[config.mk]
export PLATFORM = sky130hd
export DESIGN_NAME = cpu_clk_ctrl
export DESIGN_NICKNAME = d
export VERILOG_FILES = /design/src/rtl/cpu_ctrl_pkg.sv /design/src/rtl/btn_debounce.sv /design/src/rtl/cpu_clk_ctrl.sv
export SDC_FILE = /design/constraint.sdc
export NUM_CORES = 1
export LEC_CHECK = 0
export BUFFER_PORTS_ARGS = -buffer_cell sky130_fd_sc_hd__buf_2
export CAP_MARGIN = 10
export CELL_PAD_IN_SITES_DETAIL_PLACEMENT = 2
export CELL_PAD_IN_SITES_GLOBAL_PLACEMENT = 2
export CORE_MARGIN = 4
export CORE_UTILIZATION = 37
export DETAILED_ROUTE_END_ITERATION = 8
export GPL_ROUTABILITY_DRIVEN = 0
export PLACE_DENSITY_LB_ADDON = 0.12
export SLEW_MARGIN = 20
export SYNTH_ARGS = -nofsm -noshare
export SYNTH_HDL_FRONTEND = slang
export SYNTH_HIERARCHICAL = 1
export SYNTH_SLANG_ARGS = --single-unit
[constraint.sdc]
create_clock -name clkin -period 2.1 [get_ports clkin]
set_input_delay 0.105 -clock clkin [delete_from_list [all_inputs] [get_ports clkin]]
set_output_delay 0.105 -clock clkin [all_outputs]
set_load 0.02 [all_outputs]
[src/rtl/cpu_ctrl_pkg.sv]
// cpu_ctrl_pkg
//   Shared definitions for the CPU run/step/halt controller:
//   - state_t   : FSM state encoding (HALT=0, RUN=1, STEP=2)
//   - db_cycles : converts clock frequency and debounce time into clkin cycles
package cpu_ctrl_pkg;

  typedef enum logic [1:0] {
    ST_HALT = 2'd0,
    ST_RUN  = 2'd1,
    ST_STEP = 2'd2
  } state_t;

  // Number of clkin cycles the step button must stay stable.
  function automatic int db_cycles(input int clk_frq, input int debounce_ms);
    return clk_frq / 1000 * debounce_ms;
  endfunction

endpackage

[src/rtl/btn_debounce.sv]
// btn_debounce
//   Synchronises an asynchronous, bouncy push-button into the clkin domain,
//   filters it with a stable-time counter and emits a one-cycle pulse on each
//   debounced 0->1 transition.
// Parameters
//   CYCLES  consecutive clkin cycles the raw level must hold before the
//           debounced level follows it
// Ports
//   clkin   in  board clock, posedge
//   reset   in  synchronous, active-high
//   btn     in  raw button level, asynchronous
//   pulse   out one-cycle pulse on a debounced rising edge
module btn_debounce #(
  parameter int CYCLES = 100
) (
  input  logic clkin,
  input  logic reset,
  input  logic btn,
  output logic pulse
);

  localparam int CW = $clog2(CYCLES + 1);

  logic [1:0]    sync;
  logic          level;
  logic [CW-1:0] cnt;

  // NOTE: all state here is registered, so every assignment is non-blocking;
  // the later "pulse <= 0" default is overridden by any later assignment in
  // the same block.
  always_ff @(posedge clkin) begin
    if (reset) begin
      sync  <= '0;
      level <= 1'b0;
      cnt   <= '0;
      pulse <= 1'b0;
    end else begin
      sync  <= {sync[0], btn};
      pulse <= 1'b0;
      if (sync[1] == level) begin
        // Any sample agreeing with the debounced level restarts the wait.
        cnt <= '0;
      end else if (cnt == CW'(CYCLES - 1)) begin
        level <= sync[1];
        cnt   <= '0;
        pulse <= sync[1];
      end else begin
        cnt <= cnt + 1'b1;
      end
    end
  end

endmodule

[src/rtl/cpu_clk_ctrl.sv]
// cpu_clk_ctrl
//   Run/step/halt controller for the 8-bit CPU. Samples the divided clock in
//   the clkin domain, converts each rising edge into a tick and gates ticks
//   into a one-cycle CPU clock enable according to the run switch, the
//   debounced step button and the CPU halt request.
//   Latency from slow_clk rising to cpu_ce high is 4 clkin edges
//   (2 sync, registered edge detect, registered cpu_ce).
// Configuration
//   CYCLE_COUNT_EN  when defined, adds cycle_count (wrapping count of cpu_ce)
// Parameters
//   IN_CLK_FRQ   clkin frequency in Hz
//   DEBOUNCE_MS  step-button stable time in ms
//   CNT_W        cycle_count width (CYCLE_COUNT_EN only)
// Ports
//   clkin        in  board clock, posedge
//   reset        in  synchronous, active-high
//   slow_clk     in  divided clock, asynchronous
//   sw_run       in  run switch, asynchronous, 1 = free-run
//   btn_step     in  step push-button, asynchronous, bouncy
//   halt_req     in  CPU executed HLT, synchronous to clkin
//   cpu_ce       out one clkin-cycle enable per executed CPU cycle
//   running      out state == RUN
//   halted       out state == HALT
//   cycle_count  out count of cpu_ce pulses (CYCLE_COUNT_EN only)
module cpu_clk_ctrl
  import cpu_ctrl_pkg::*;
#(
  parameter int IN_CLK_FRQ  = 1000000,
  parameter int DEBOUNCE_MS = 10
`ifdef CYCLE_COUNT_EN
  ,
  parameter int CNT_W       = 16
`endif
) (
  input  logic             clkin,
  input  logic             reset,
  input  logic             slow_clk,
  input  logic             sw_run,
  input  logic             btn_step,
  input  logic             halt_req,
  output logic             cpu_ce,
  output logic             running,
  output logic             halted
`ifdef CYCLE_COUNT_EN
  ,
  output logic [CNT_W-1:0] cycle_count
`endif
);

  localparam int DB_CYCLES = db_cycles(IN_CLK_FRQ, DEBOUNCE_MS);

  // slow_sync[1:0] is the 2-flop synchronizer, slow_sync[2] the previous
  // synchronized value used for edge detection.
  logic [2:0] slow_sync;
  logic [1:0] run_sync;
  logic       tick;
  logic       step_pulse;
  logic       step_req;
  state_t     state;

  btn_debounce #(
    .CYCLES (DB_CYCLES)
  ) u_btn_debounce (
    .clkin (clkin),
    .reset (reset),
    .btn   (btn_step),
    .pulse (step_pulse)
  );

  always_ff @(posedge clkin) begin
    if (reset) begin
      slow_sync <= '0;
      run_sync  <= '0;
      tick      <= 1'b0;
    end else begin
      slow_sync <= {slow_sync[1:0], slow_clk};
      run_sync  <= {run_sync[0], sw_run};
      tick      <= slow_sync[1] & ~slow_sync[2];
    end
  end

  // running/halted are updated together with state so they always decode the
  // current state without an extra cycle of lag.
  always_ff @(posedge clkin) begin
    if (reset) begin
      state    <= ST_HALT;
      cpu_ce   <= 1'b0;
      running  <= 1'b0;
      halted   <= 1'b1;
      step_req <= 1'b0;
    end else begin
      cpu_ce   <= 1'b0;
      // Presses in any state are latched; at most one stays pending.
      step_req <= step_req | step_pulse;
      case (state)
        ST_HALT: begin
          if (run_sync[1] && !halt_req) begin
            state   <= ST_RUN;
            running <= 1'b1;
            halted  <= 1'b0;
          end else if (step_req) begin
            state    <= ST_STEP;
            halted   <= 1'b0;
            step_req <= step_pulse;
          end
        end
        ST_RUN: begin
          // Leaving RUN takes priority over a coincident tick.
          if (!run_sync[1] || halt_req) begin
            state   <= ST_HALT;
            running <= 1'b0;
            halted  <= 1'b1;
          end else if (tick) begin
            cpu_ce <= 1'b1;
          end
        end
        ST_STEP: begin
          if (tick) begin
            cpu_ce <= 1'b1;
            state  <= ST_HALT;
            halted <= 1'b1;
          end
        end
        default: begin
          state   <= ST_HALT;
          running <= 1'b0;
          halted  <= 1'b1;
        end
      endcase
    end
  end

`ifdef CYCLE_COUNT_EN
  always_ff @(posedge clkin) begin
    if (reset) begin
      cycle_count <= '0;
    end else if (cpu_ce) begin
      cycle_count <= cycle_count + 1'b1;
    end
  end
`endif

endmodule

# Word level (Yosys, flattened, before mapping)
# Index checks and enable logic that the tools add are counted.
[op_classes]
muxes = 19
bitwise = 6
add_sub_neg = 1
n_eq_ne = 8
n_reduce_logical = 10
[ops]
columns = ["cell", "count"]
rows = [
  ["14-bit by 1-bit adder with 14-bit output (second input constant)", 1],
  ["14-bit == test (second input constant)", 1],
  ["1-bit 2-to-1 mux", 11],
  ["2-bit 2-to-1 mux", 4],
  ["2-bit != test (second input constant)", 3],
  ["1-bit one-hot mux with 3 select lines", 2],
  ["2-bit one-hot mux with 3 select lines", 1],
  ["3-bit AND reduction", 2],
  ["3-bit OR reduction", 2],
  ["1-bit NOT", 4],
  ["3-bit != test (second input constant)", 1],
  ["2-bit by 1-bit == test with 1-bit output (second input constant)", 1],
  ["2-bit == test (second input constant)", 1],
  ["1-bit zero test", 2],
  ["2-bit zero test", 1],
  ["1-bit one-hot mux with 2 select lines", 1],
  ["2-bit AND reduction", 1],
  ["1-bit bitwise AND", 1],
  ["1-bit == test", 1],
  ["1-bit logical AND", 1],
  ["1-bit logical OR", 1],
  ["1-bit bitwise OR", 1],
]
[word_totals]
output_inout_bits = 3
regBits = 30

# Logic depth before layout (Yosys ltp)
[logic_depth]
word_depth = 4
depth_mapped = 7

# Hierarchy
# The synthesis kept the hierarchy.
[by_module_without_submodules]
columns = ["module", "seq_area_each_um2", "n_inst", "cells_each", "area_per_inst_um2"]
rows = [
  ["btn_debounce", 360.3, 1, 80, 770.7],
  ["cpu_clk_ctrl", 240.2, 1, 49, 493.0],
]

# Worst setup path before layout
# Ideal clock, no wire load.
[synth_path]
kind = "register to register"
start = "register u_btn_debounce.cnt[6]"
end = "register u_btn_debounce.cnt[12]"
arrival_time_ns = 1.553
path_stages_with_launch = 7
path_slack_ns = 0.432
path_cell_list = "dfxtp_1 or4b_4 nor4_4 or3_1 buf_6 buf_12 nor2_1"
[synth_via]
elab_chain_len = 2
word_cells_on_any_way = 3
classes_between = "1 x add/sub; 1 x eq/ne; 1 x reduce/logical"
[synth_lines]
columns = ["item", "line_no", "text"]
rows = [
  ["from (decl)", "btn_debounce.sv:26", "logic [CW-1:0] cnt;"],
  ["from (signal assigned)", "btn_debounce.sv:48", "cnt <= cnt + 1'b1;"],
  ["parallel branches: the longest is 2 deep, another holds 14-bit by 1-bit adder with 14-bit output", "n/a", ""],
]
# Parallel ways; which one is timed is not known.
# A chain may end at the register's enable or synchronous reset.

# Final worst setup path
[layout_path]
start = "register u_btn_debounce.cnt[6]"
end = "register u_btn_debounce.cnt[9]"
# Same word-level chain as after synthesis.

==> key figures <==
Floorplanning
  – Site Rows: 20
  – Chip Width: roughly 66 um
  – Die Area: between 0.004 and 0.005 mm^2
  – Starting Density: about two fifths
  – Die height: between 60 and 70 um
  – Core Area: roughly 0.0032 mm^2
  – IO Pins: 9

Global route
  – Vias in the first global route: roughly 1000
  – Initial antenna violation count: 0
  – Global route total overflow: 0
  – Largest net degree at the start of global routing: 17
  – GRT Resource Usage Total: 14.4%
  – GR met3 Demand/Resource: 4.59%
  – Gr busiest metal: met2
  – Met2 Usage GRT: approximately 25%
  – First-pass GRT wire length: roughly 4.7 mm
  – Met1 Track Usage GR: between 10% and 20%

STA
  – F_max: 575 MHz
  – Period utilization: between 80% and 90%
  – Setup ws final: ~360 ps
  – Worst Tran Pin Value: roughly 430 ps
  – Fin Clk Skew: between 7 and 8 ps
  – Setup TNS: 0 ps
  – Max-Slew Margin vs Limit: 71.2%
  – Final-report setup violation count: 0
  – Slew Limit Fails: 0
  – Min Tclk post-route: roughly 1700 ps
  – Final hold viol count: 0
  – RSZ-0062 raised after global routing: no

Finish
  – Area Growth Syn to Fin: 14.4%
  – Fill cell total of the finished layout: between 300 and 400
  – Diode count: 0
  – Post-layout net count: 156
  – Share of layout cells above drive strength 1: approximately 17%

Detailed routing
  – Residual DRC count: 0
  – Final WL: roughly 2.7 mm
  – Wirelength per Cell: roughly 14 um
  – Routed vias: between 900 and 1000
  – DRT Pass-1 Iters: 4
  – 1st-iter DRT viols: 29
  – Antenna-violating nets left: 0
  – Vias per cell: around 5

Power and ir drop
  – Int Power: about 0.76 mW
  – Sw Ratio: 23.2%
  – Pwr Density: between 600 and 700 mW/mm^2
  – P_sw: approximately 0.23 mW
  – VDD IR-drop max: 0.410 mV
  – Leakage power: about 0.50 nW
  – Total power: approximately 0.99 mW
  – Flop pwr share: between 50 and 60%
  – Clock power frac: between 30% and 40%
  – Gate power share: 4.2%

Synthesis
  – Number of synthesis warnings: 6
  – Number of distinct library cells after synthesis: 36
  – #FFs+latches synth: 30
  – Post-Syn Nets: 139
  – Cell area after synthesis: around 0.0013 mm^2
  – Syn Inst Count: roughly 130
  – Mapped Avg Cell Area: 9.80 um^2
  – Sequential area share after synthesis: ~48%

Critical path
  – Critical path required time: 2320 ps
  – CP Launch Type: flip-flop
  – Slowest cell on crit path: or4b_4
  – CP Capture Type: flip-flop
  – CP max FO: 14
  – Largest stage delay on the critical path: between 500 and 600 ps
  – Crit path kind: flip-flop to flip-flop
  – Critical path cell sequence: or4b_4, nor4_4, or3_1, buf_12, nor2_1
  – WP data arrival: 1960 ps

CTS
  – CTS Hold Bufs: 2
  – Clock Latency Late Sink: approximately 330 ps
  – CTS tree: built
  – Root Buffer: clkbuf_4
  – H-tree depth: 2
  – Buffer count from post-CTS setup fixing: 0
  – Worst-path clk slew: 90 ps
  – Clock Tree Buf Depth: 2
  – Clk sink count: 30
  – CTS buffer count: 5
  – Post_cts resized: 0

Placement
  – Dpl ws: 368 ps
  – Port bufs: 8
  – DP HPWL: a little over 2 mm

Flow run
  – Max-Cap Viols: 0

Min path
  – Worst min-delay path class: input port to flip-flop

Status
  – Status: finished, final reports clean
path summary, 6_finish.rpt:
check / to / cells after the start / from / slack (ps)
max: u_btn_debounce/cnt[9] / 5 / u_btn_debounce/cnt[6] / 360
min: u_btn_debounce/level / 2 / reset / 130
max reg2reg: u_btn_debounce/cnt[9] / 5 / u_btn_debounce/cnt[6] / 360
min reg2reg: tick / 1 / slow_sync[2] / 380
cells in the mapped netlist, drive strengths merged:
library cell  count  area (um^2)
dfxtp            30          601
nor2             19         76.3
xnor2            12          105
nor2b             8         50.1
inv               7         26.3
a21oi             5         28.8
nand3             5         25.0
nor4              5         46.3
ha                4         50.1
nand2             4         15.0
nor3              4         20.0
nand2b            3         18.8
o21ai             3         15.0
and3              2         13.8
buf               2         31.3
nand4             2         12.5
or4b              2         23.8
a221oi            1         15.0
a31o              1         8.76
a31oi             1         6.26
and3b             1         8.76
clkbuf            1         3.75
mux2i             1         10.0
nand3b            1         7.51
nand4bb           1         11.3
nor4b             1         8.76
o21ba             1         10.0
or3               1         6.26
xor2              1         8.76
power by group through the flow:
| stage | Sequential, mW | Combinational, mW | Clock [mW] |
|---|---|---|---|
| 2_1_floorplan | 0.596 | 0.0235 | 0 |
| 3_3_place_gp | 0.595 | 0.0350 | 0 |
| 3_5_place_dp | 0.596 | 0.0375 | 0 |
| 4_1_cts | 0.583 | 0.0404 | 0.382 |
| 5_1_grt | 0.584 | 0.0462 | 0.409 |
| 6_report | 0.582 | 0.0412 | 0.365 |
layout make-up:
type,instances,area (um^2),area share [%]
multi-input combinational,89,602,41.6
sequential,30,601,41.6
timing repair buffer,13,97.6,6.75
tap,44,55.1,3.81
clock buffer,6,51.3,3.55
inverter,7,26.3,1.82
clock inverter,2,12.5,0.866
flip-flops by register name, indices dropped and copies added, names as in the netlist:
name / flops
u_btn_debounce/cnt: 14
slow_sync: 3
run_sync: 2
state: 2
u_btn_debounce/sync: 2
cpu_ce: 1
halted: 1
running: 1
step_req: 1
tick: 1
u_btn_debounce/level: 1
u_btn_debounce/pulse: 1
cell families (layout without fill, tap and decap cells):
logic type,after synthesis,in the layout,synth area share (%)
AOI/OAI and AO/OA,12,12,6.63
xor gates and xnor gates,13,13,9.01
adders and majority gates,4,4,3.96
buffers and inverters,10,28,4.85
DFF,30,30,47.5
muxes,1,1,0.792
and+or+nand+nor,59,59,27.2
cells in the final DEF (no fill, tap or decap), types with 2 or more instances in the layout:
cell type	instances
nor3_1	4
nand2_1	4
a21oi_1	4
dfxtp_1	30
buf_2	8
ha_1	4
o21ai_1	2
clkbuf_4	5
nor2_2	2
inv_1	7
nand4_1	2
nand2b_1	3
nor2_1	17
nor2b_1	8
nor4_1	4
nand3_1	5
xnor2_1	12
dlygate4sd3_1	3
metal layers:
layer | up-vias | wire length, um
met5 | - | 0
met4 | 0 | 41
met3 | 6 | 79
met2 | 10 | 1300
met1 | 460 | 1260
li1 | 470 | -
per-stage QoR:
step           utilization, %  hold slack (ps)  area (um^2)  std cells
2_1_floorplan               -              177         1260        129
3_5_place_dp             42.9              322         1350        180
3_3_place_gp             42.9              319         1350        180
5_1_grt                  45.8              149         1450        191
6_report                 45.8              133         1450        191
4_1_cts                  45.5             14.2         1440        190
critical path, delay by kind of cell (launching register included):
kind	cells	cell delay, ps
buf+inv	1	140
flops	1	370
simple gates	4	1120
Note: power is estimated with default switching activity, not from simulation.
